`src/rtl/stall_control_unit.sv`:
```
// stall_control_unit: pipeline hazard control for load-use stalls and 3-cycle multiplies.
// Define STALL_STATS_EN to enable the saturating stall_cycles counter.
module stall_control_unit (
  input  logic        clk,
  input  logic        arst_n,
  input  logic [9:0]  if_id_rs1_2,
  input  logic        if_id_uses_rs2,
  input  logic [4:0]  id_ex_rd,
  input  logic        id_ex_mem_read,
  input  logic        id_ex_is_mul,
  output logic        pc_write,
  output logic        if_id_write,
  output logic        id_ex_write,
  output logic        id_ex_bubble,
  output logic        ex_m_bubble,
  output logic        mul_done,
  output logic [15:0] stall_cycles
);
  typedef enum logic {IDLE, MUL} state_t;
  state_t     r_state;
  logic [1:0] r_cnt;
  logic [4:0] w_rs1, w_rs2;
  logic       w_mul_stall, w_load_use;
  assign w_rs1 = if_id_rs1_2[4:0];
  assign w_rs2 = if_id_rs1_2[9:5];
  assign w_mul_stall = (r_state == IDLE && id_ex_is_mul) || (r_state == MUL && r_cnt != 2'd0);
  assign w_load_use = r_state == IDLE && !id_ex_is_mul && id_ex_mem_read && (id_ex_rd != 5'd0) &&
                      (id_ex_rd == w_rs1 || (if_id_uses_rs2 && id_ex_rd == w_rs2));
  assign pc_write     = !(w_mul_stall || w_load_use);
  assign if_id_write  = !(w_mul_stall || w_load_use);
  assign id_ex_write  = !w_mul_stall;
  assign id_ex_bubble = w_load_use;
  assign ex_m_bubble  = w_mul_stall;
  assign mul_done     = r_state == MUL && r_cnt == 2'd0;
  // The final multiply cycle returns to IDLE unconditionally so a held is_mul cannot retrigger.
  always_ff @(posedge clk or negedge arst_n) begin
    if (!arst_n) begin
      r_state <= IDLE;
      r_cnt   <= 2'd0;
    end else if (r_state == IDLE) begin
      r_state <= id_ex_is_mul ? MUL : IDLE;
      r_cnt   <= id_ex_is_mul ? 2'd1 : 2'd0;
    end else begin
      r_state <= (r_cnt != 2'd0) ? MUL : IDLE;
      r_cnt   <= (r_cnt != 2'd0) ? r_cnt - 2'd1 : 2'd0;
    end
  end
`ifdef STALL_STATS_EN
  logic [15:0] r_stall_cycles;
  always_ff @(posedge clk or negedge arst_n) begin
    if (!arst_n)
      r_stall_cycles <= 16'd0;
    else if (!pc_write && r_stall_cycles != 16'hFFFF)
      r_stall_cycles <= r_stall_cycles + 16'd1;
  end
  assign stall_cycles = r_stall_cycles;
`else
  assign stall_cycles = 16'd0;
`endif
endmodule

```
`config.mk`:
```
export PLATFORM = sky130hd
export DESIGN_NAME = stall_control_unit
export DESIGN_NICKNAME = d
export VERILOG_FILES = /design/src/rtl/stall_control_unit.sv
export SDC_FILE = /design/constraint.sdc
export NUM_CORES = 1
export LEC_CHECK = 0
export BUFFER_PORTS_ARGS = -buffer_cell sky130_fd_sc_hd__buf_2
export CORE_AREA = 2 2 39 41
export DETAILED_ROUTE_END_ITERATION = 8
export DIE_AREA = 0 0 41 43
export PLACE_DENSITY = 0.7
export SYNTH_ARGS = -nofsm -noshare
export SYNTH_HDL_FRONTEND = slang
export SYNTH_SLANG_ARGS = --single-unit
```
`constraint.sdc`:
```
create_clock -name clk -period 1.9 [get_ports clk]
set_input_delay 0.19 -clock clk [delete_from_list [all_inputs] [get_ports clk]]
set_output_delay 0.19 -clock clk [all_outputs]
set_load 0.02 [all_outputs]
```
Yosys cells after proc, flatten, opt, wreduce, memory -nomap -nowiden --
Index checks and enable logic that the tools add are counted.
Storage, ports and cells: register bits 3, input bits 20, output and inout bits 22, logic and storage cells 29
Cells by class: add/sub/neg operators 1, equality and inequality tests 2, mux-type cells 6, bitwise logic cells 1, reductions and logical operators 17
Operators with widths (number):
- == test 5 bit | 2
- logical AND 1 bit | 8
- nonzero test 5 bit | 1
- 2-to-1 mux 1 bit | 4
- 2-to-1 mux 2 bit | 2
- logical NOT 1 bit | 3
- logical OR 1 bit | 3
- logical NOT 2 bit | 1
- nonzero test 2 bit | 1
- subtractor 2 x 1 -> 2 bit (second input constant) | 1
- NOT 1 bit | 1

Longest topological paths before layout --
word-level depth 7, depth in mapped cells 5, gate-level depth less buffers 4

Worst setup path after synthesis --
OpenSTA, ideal clock, no wires.
path kind register to output, from reg r_cnt[1], to out pc_write, arrival time 1.722 ns, data required time 1.710 ns, slack -0.012 ns, stages on the path, launching flop included 5, path buffers 1, path through dfrtp_1 -> nor3b_2 -> nor2_1 -> a41oi_1 -> buf_4
On the way: word-level cells in the longest chain between the ends 5
Ends and longest elaborated chain:
- start: declaration | line 21 | logic [1:0] r_cnt;
- start signal: assignment | line 42 | r_cnt <= id_ex_is_mul ? 2'd1 : 2'd0;
- start signal: assignment | line 45 | r_cnt <= (r_cnt != 2'd0) ? r_cnt - 2'd1 : 2'd0;
- nonzero test 2 bit | line 26 | assign w_mul_stall = (r_state == IDLE && id_ex_is_mul) || (r_state == MUL && r_cnt != 2'd0);
- logical AND 1 bit | line 26
- logical OR 1 bit | line 26
- named net ex_m_bubble | line 15 | output logic ex_m_bubble,
- logical OR 1 bit
- logical NOT 1 bit
- end: declaration | line 11 | output logic pc_write,
The timed path passes the listed nets, and every way through them passes these cells.

Worst setup path in the final report --
from reg r_state, to out if_id_write
On the way: word-level cells in the longest chain between the ends 7, elaborated cells on any way between the ends 10, those cells by class bitwise (1); reduce/logical (9)
Ends and longest elaborated chain:
- start: declaration | line 20 | state_t r_state;
- start signal: assignment | line 41 | r_state <= id_ex_is_mul ? MUL : IDLE;
- start signal: assignment | line 44 | r_state <= (r_cnt != 2'd0) ? MUL : IDLE;
- NOT 1 bit
- logical AND 1 bit (4 in series) | line 27 | assign w_load_use = r_state == IDLE && !id_ex_is_mul && id_ex_mem_read && (id_ex_rd != 5'd0) &&
- logical OR 1 bit (*) | line 30 | assign if_id_write = !(w_mul_stall || w_load_use);
- logical NOT 1 bit (*) | line 30
- end: declaration | line 12 | output logic if_id_write,
Mark *: on every way between the ends. The rest lies on a longest branch, timed or not.

==> summary.md <==
| Metric | Value |
|---|---|
| Status | `complete, no violations` |
| Final worst setup slack | `between 0.3 and 0.4 ns` |
| Diodes inserted | `0` |
| Resized Gates After CTS | `0` |
| H-tree Lvls | `1` |
| CTS root buf | `clkbuf_4` |
| Cell Area, Synth | `about 400 µm²` |
| Final ANT Viol Nets | `0` |
| CP Capture Type | `output port` |
| Setup CP Type | `reg2out` |
| Final Util | `36.89%` |
| Worst slack, placed | `0.5034 ns` |
| # fillers | `154` |
| Synthesized area per cell | `around 8.0 µm²` |
| Critical R2R Launch | `r_state` |
| Starting Density | `28.39%` |
| Worst Reg-to-Reg Cells | `2` |
| FF+latch count, synth | `3` |
| CTS sink cnt | `3` |
| Terminus of the critical flop-to-flop path | `r_state` |
| Max Clock Skew | `0.001244 ns` |
| # setup viols final | `0` |
| Met1 Resource Use GR | `8.360%` |
| Leakage | `0.2728 nW` |
| Clock slew at reported path FFs | `0.03 ns` |
| Nets@finish | `98` |
| Cells after DPL | `88` |
| Final wirelength | `720 µm` |
| Worst skew pair latency | `0.23 ns` |
| Maximum VDD drop | `0.5710 mV` |
| TritonRoute pass-1 iters | `2` |
| First-pass GRT wire length | `between 1000 and 1500 µm` |
| Synth cell types | `15` |
| Clock buffer depth | `2` |
| Worst R2R Setup Slack | `0.98 ns` |
| Row count | `14` |
| Global route total overflow | `0` |
| Post-DP HPWL | `655.5 µm` |
| Final GP Congestion | `0.6331` |
| WL/cell | `7.742 µm` |
| CP max FO | `5` |
| Register area share after synthesis | `19.11%` |
| Vias | `364` |
| Max Cap Viol | `0` |
| Slew Viols, Final | `0` |
| Hold crit path type | `in2reg` |
| IO buf count | `25` |
| M3 GR Usage | `3.665%` |
| Final hold vios | `0` |
| Hold path endpoint | `r_cnt[0]` |
| Die Y | `43 µm` |
| CTS Buf Count | `3` |
| Tcrit/Tclk final | `around four fifths` |
| Number of global-route vias before repair | `slightly below 300` |
| Min-delay src | `id_ex_is_mul` |
| Area growth from synthesis to layout | `29.94%` |
| DRT iter0 DRCs | `2` |
| RSZ-0062 raised after global routing | `false` |
| GRT busiest layer | `met2` |
| Design area | `510.5 µm²` |
| Hold Crit Depth | `3` |
| Power Density | `944.8 mW/mm²` |
| Finished Layout Cells | `93` |
| # DRC | `0` |
| Vias/cell | `3.914` |
| Cell Area, Placed | `474.2 µm²` |
| Core ar. | `0.001384 mm²` |
| Warnings, synthesis | `0` |
| Cells after Synth | `49` |
| Die ar. | `about 0.0018 mm²` |
| Initial antenna violation count | `0` |
| Share of cells above drive strength 1 | `38.96%` |
| WP data arrival | `1.33 ns` |
| Total track usage | `a little under a tenth` |
| CTS tree | `yes` |
| Req. time, crit path | `1.71 ns` |
| Post-layout min period | `1.518 ns` |
| FMAX | `658.8 MHz` |
| Final setup TNS | `0 ns` |
| Number of I/O pins | `42` |
| Largest net degree at the start of global routing | `6` |
| GR met2 Demand/Resource | `14.69%` |
| Startpoint class of the critical path | `flip-flop` |
| Die W | `41 µm` |
==> critical path: stages, from the launching register on <==
cell and delay [ns]:
dfrtp_1 0.40, nor2_1 0.21, nor2_1 0.13, a41oi_2 0.17, buf_2 0.19
==> placed cells by master, fill, tap and decap left out, types with 2 or more instances in the layout <==
cell type / count
clkbuf_4: 3
xnor2_1: 10
inv_1: 2
nand2_1: 4
dfrtp_1: 3
conb_1: 16
o22ai_1: 2
nor2_1: 3
buf_2: 25
==> worst max-delay path by stage <==
stage / from / endpoint / slack [ns] / cells after the start
2_1_floorplan: r_cnt[1] / pc_write / 0.15 / 4
3_3_place_gp: id_ex_rd[0] / id_ex_bubble / 0.53 / 6
3_5_place_dp: id_ex_rd[4] / id_ex_bubble / 0.50 / 6
6_report: r_state / if_id_write / 0.38 / 4
5_1_grt: r_state / if_id_write / 0.26 / 4
4_1_cts: r_state / if_id_write / 0.36 / 4
==> metal layers <==
layer / up-vias / part of all wire [%] / routed length [µm]
met5: - / 0 / 0
met4: 0 / 0 / 0
met3: 0 / 14 / 99
met2: 27 / 50 / 361
met1: 156 / 36 / 258
li1: 181 / - / -
==> layout make-up <==
| type | instances | area, µm² | area share, % |
|---|---|---|---|
| inverters | 2 | 7.507 | 1.471 |
| repair buffers | 26 | 135.1 | 26.47 |
| multi-input cells | 42 | 246.5 | 48.28 |
| well taps | 16 | 20.02 | 3.922 |
| clock buffers | 4 | 26.28 | 5.147 |
| flip-flops and latches | 3 | 75.07 | 14.71 |
==> state kept, by name, summed over array words and instances, names as in the netlist <==
register  cells
r_cnt         2
r_state       1
==> report_power, final <==
part | switching (mW) | internal [mW]
registers | 0.0169 | 0.0815
logic | 0.178 | 0.0983
clock network | 0.0293 | 0.0784
total | 0.224 | 0.258
==> repair_timing <==
item	in CTS	in global routing
hold endpoints to repair	3	0
buffers inserted	0	0
hold buffers	1	0
==> cells by family (layout without fill, tap and decap cells) <==
| family | count (synthesis) | in the layout | synth area share (%) |
|---|---|---|---|
| and+or+nand+nor | 13 | 13 | 17.83 |
| buffers and inverters | 19 | 32 | 34.40 |
| other | 1 | 16 | 0.9545 |
| xor gates and xnor gates | 10 | 10 | 22.29 |
| AOI/OAI and AO/OA | 3 | 3 | 5.414 |
| DFF | 3 | 3 | 19.11 |
==> per-stage QoR <==
step / hold slack, ns / total power [mW]
finish: 0.2194 / 0.4823
global route: 0.2125 / 0.5235
CTS: 0.2131 / 0.4921
detailed placement: -0.01010 / 0.3758
global placement: -0.01440 / 0.3739
floorplan: -0.1056 / 0.3248
==> cell usage after synthesis <==
| master | n | share of area (%) |
|---|---|---|
| conb_1 | 1 | 0.95 |
| buf_4 | 17 | 32 |
| nand2_1 | 4 | 3.8 |
| o22ai_1 | 2 | 3.2 |
| and3_1 | 1 | 1.6 |
| nor2_1 | 3 | 2.9 |
| and4_1 | 1 | 2.2 |
| inv_1 | 2 | 1.9 |
| a41oi_1 | 1 | 2.2 |
| nor3_1 | 1 | 1.3 |
| dfrtp_1 | 3 | 19 |
| nand3_1 | 1 | 1.3 |
| nand4_1 | 1 | 1.6 |
| nor3b_2 | 1 | 3.2 |
| xnor2_1 | 10 | 22 |
Power figures use the tool's default switching activity.
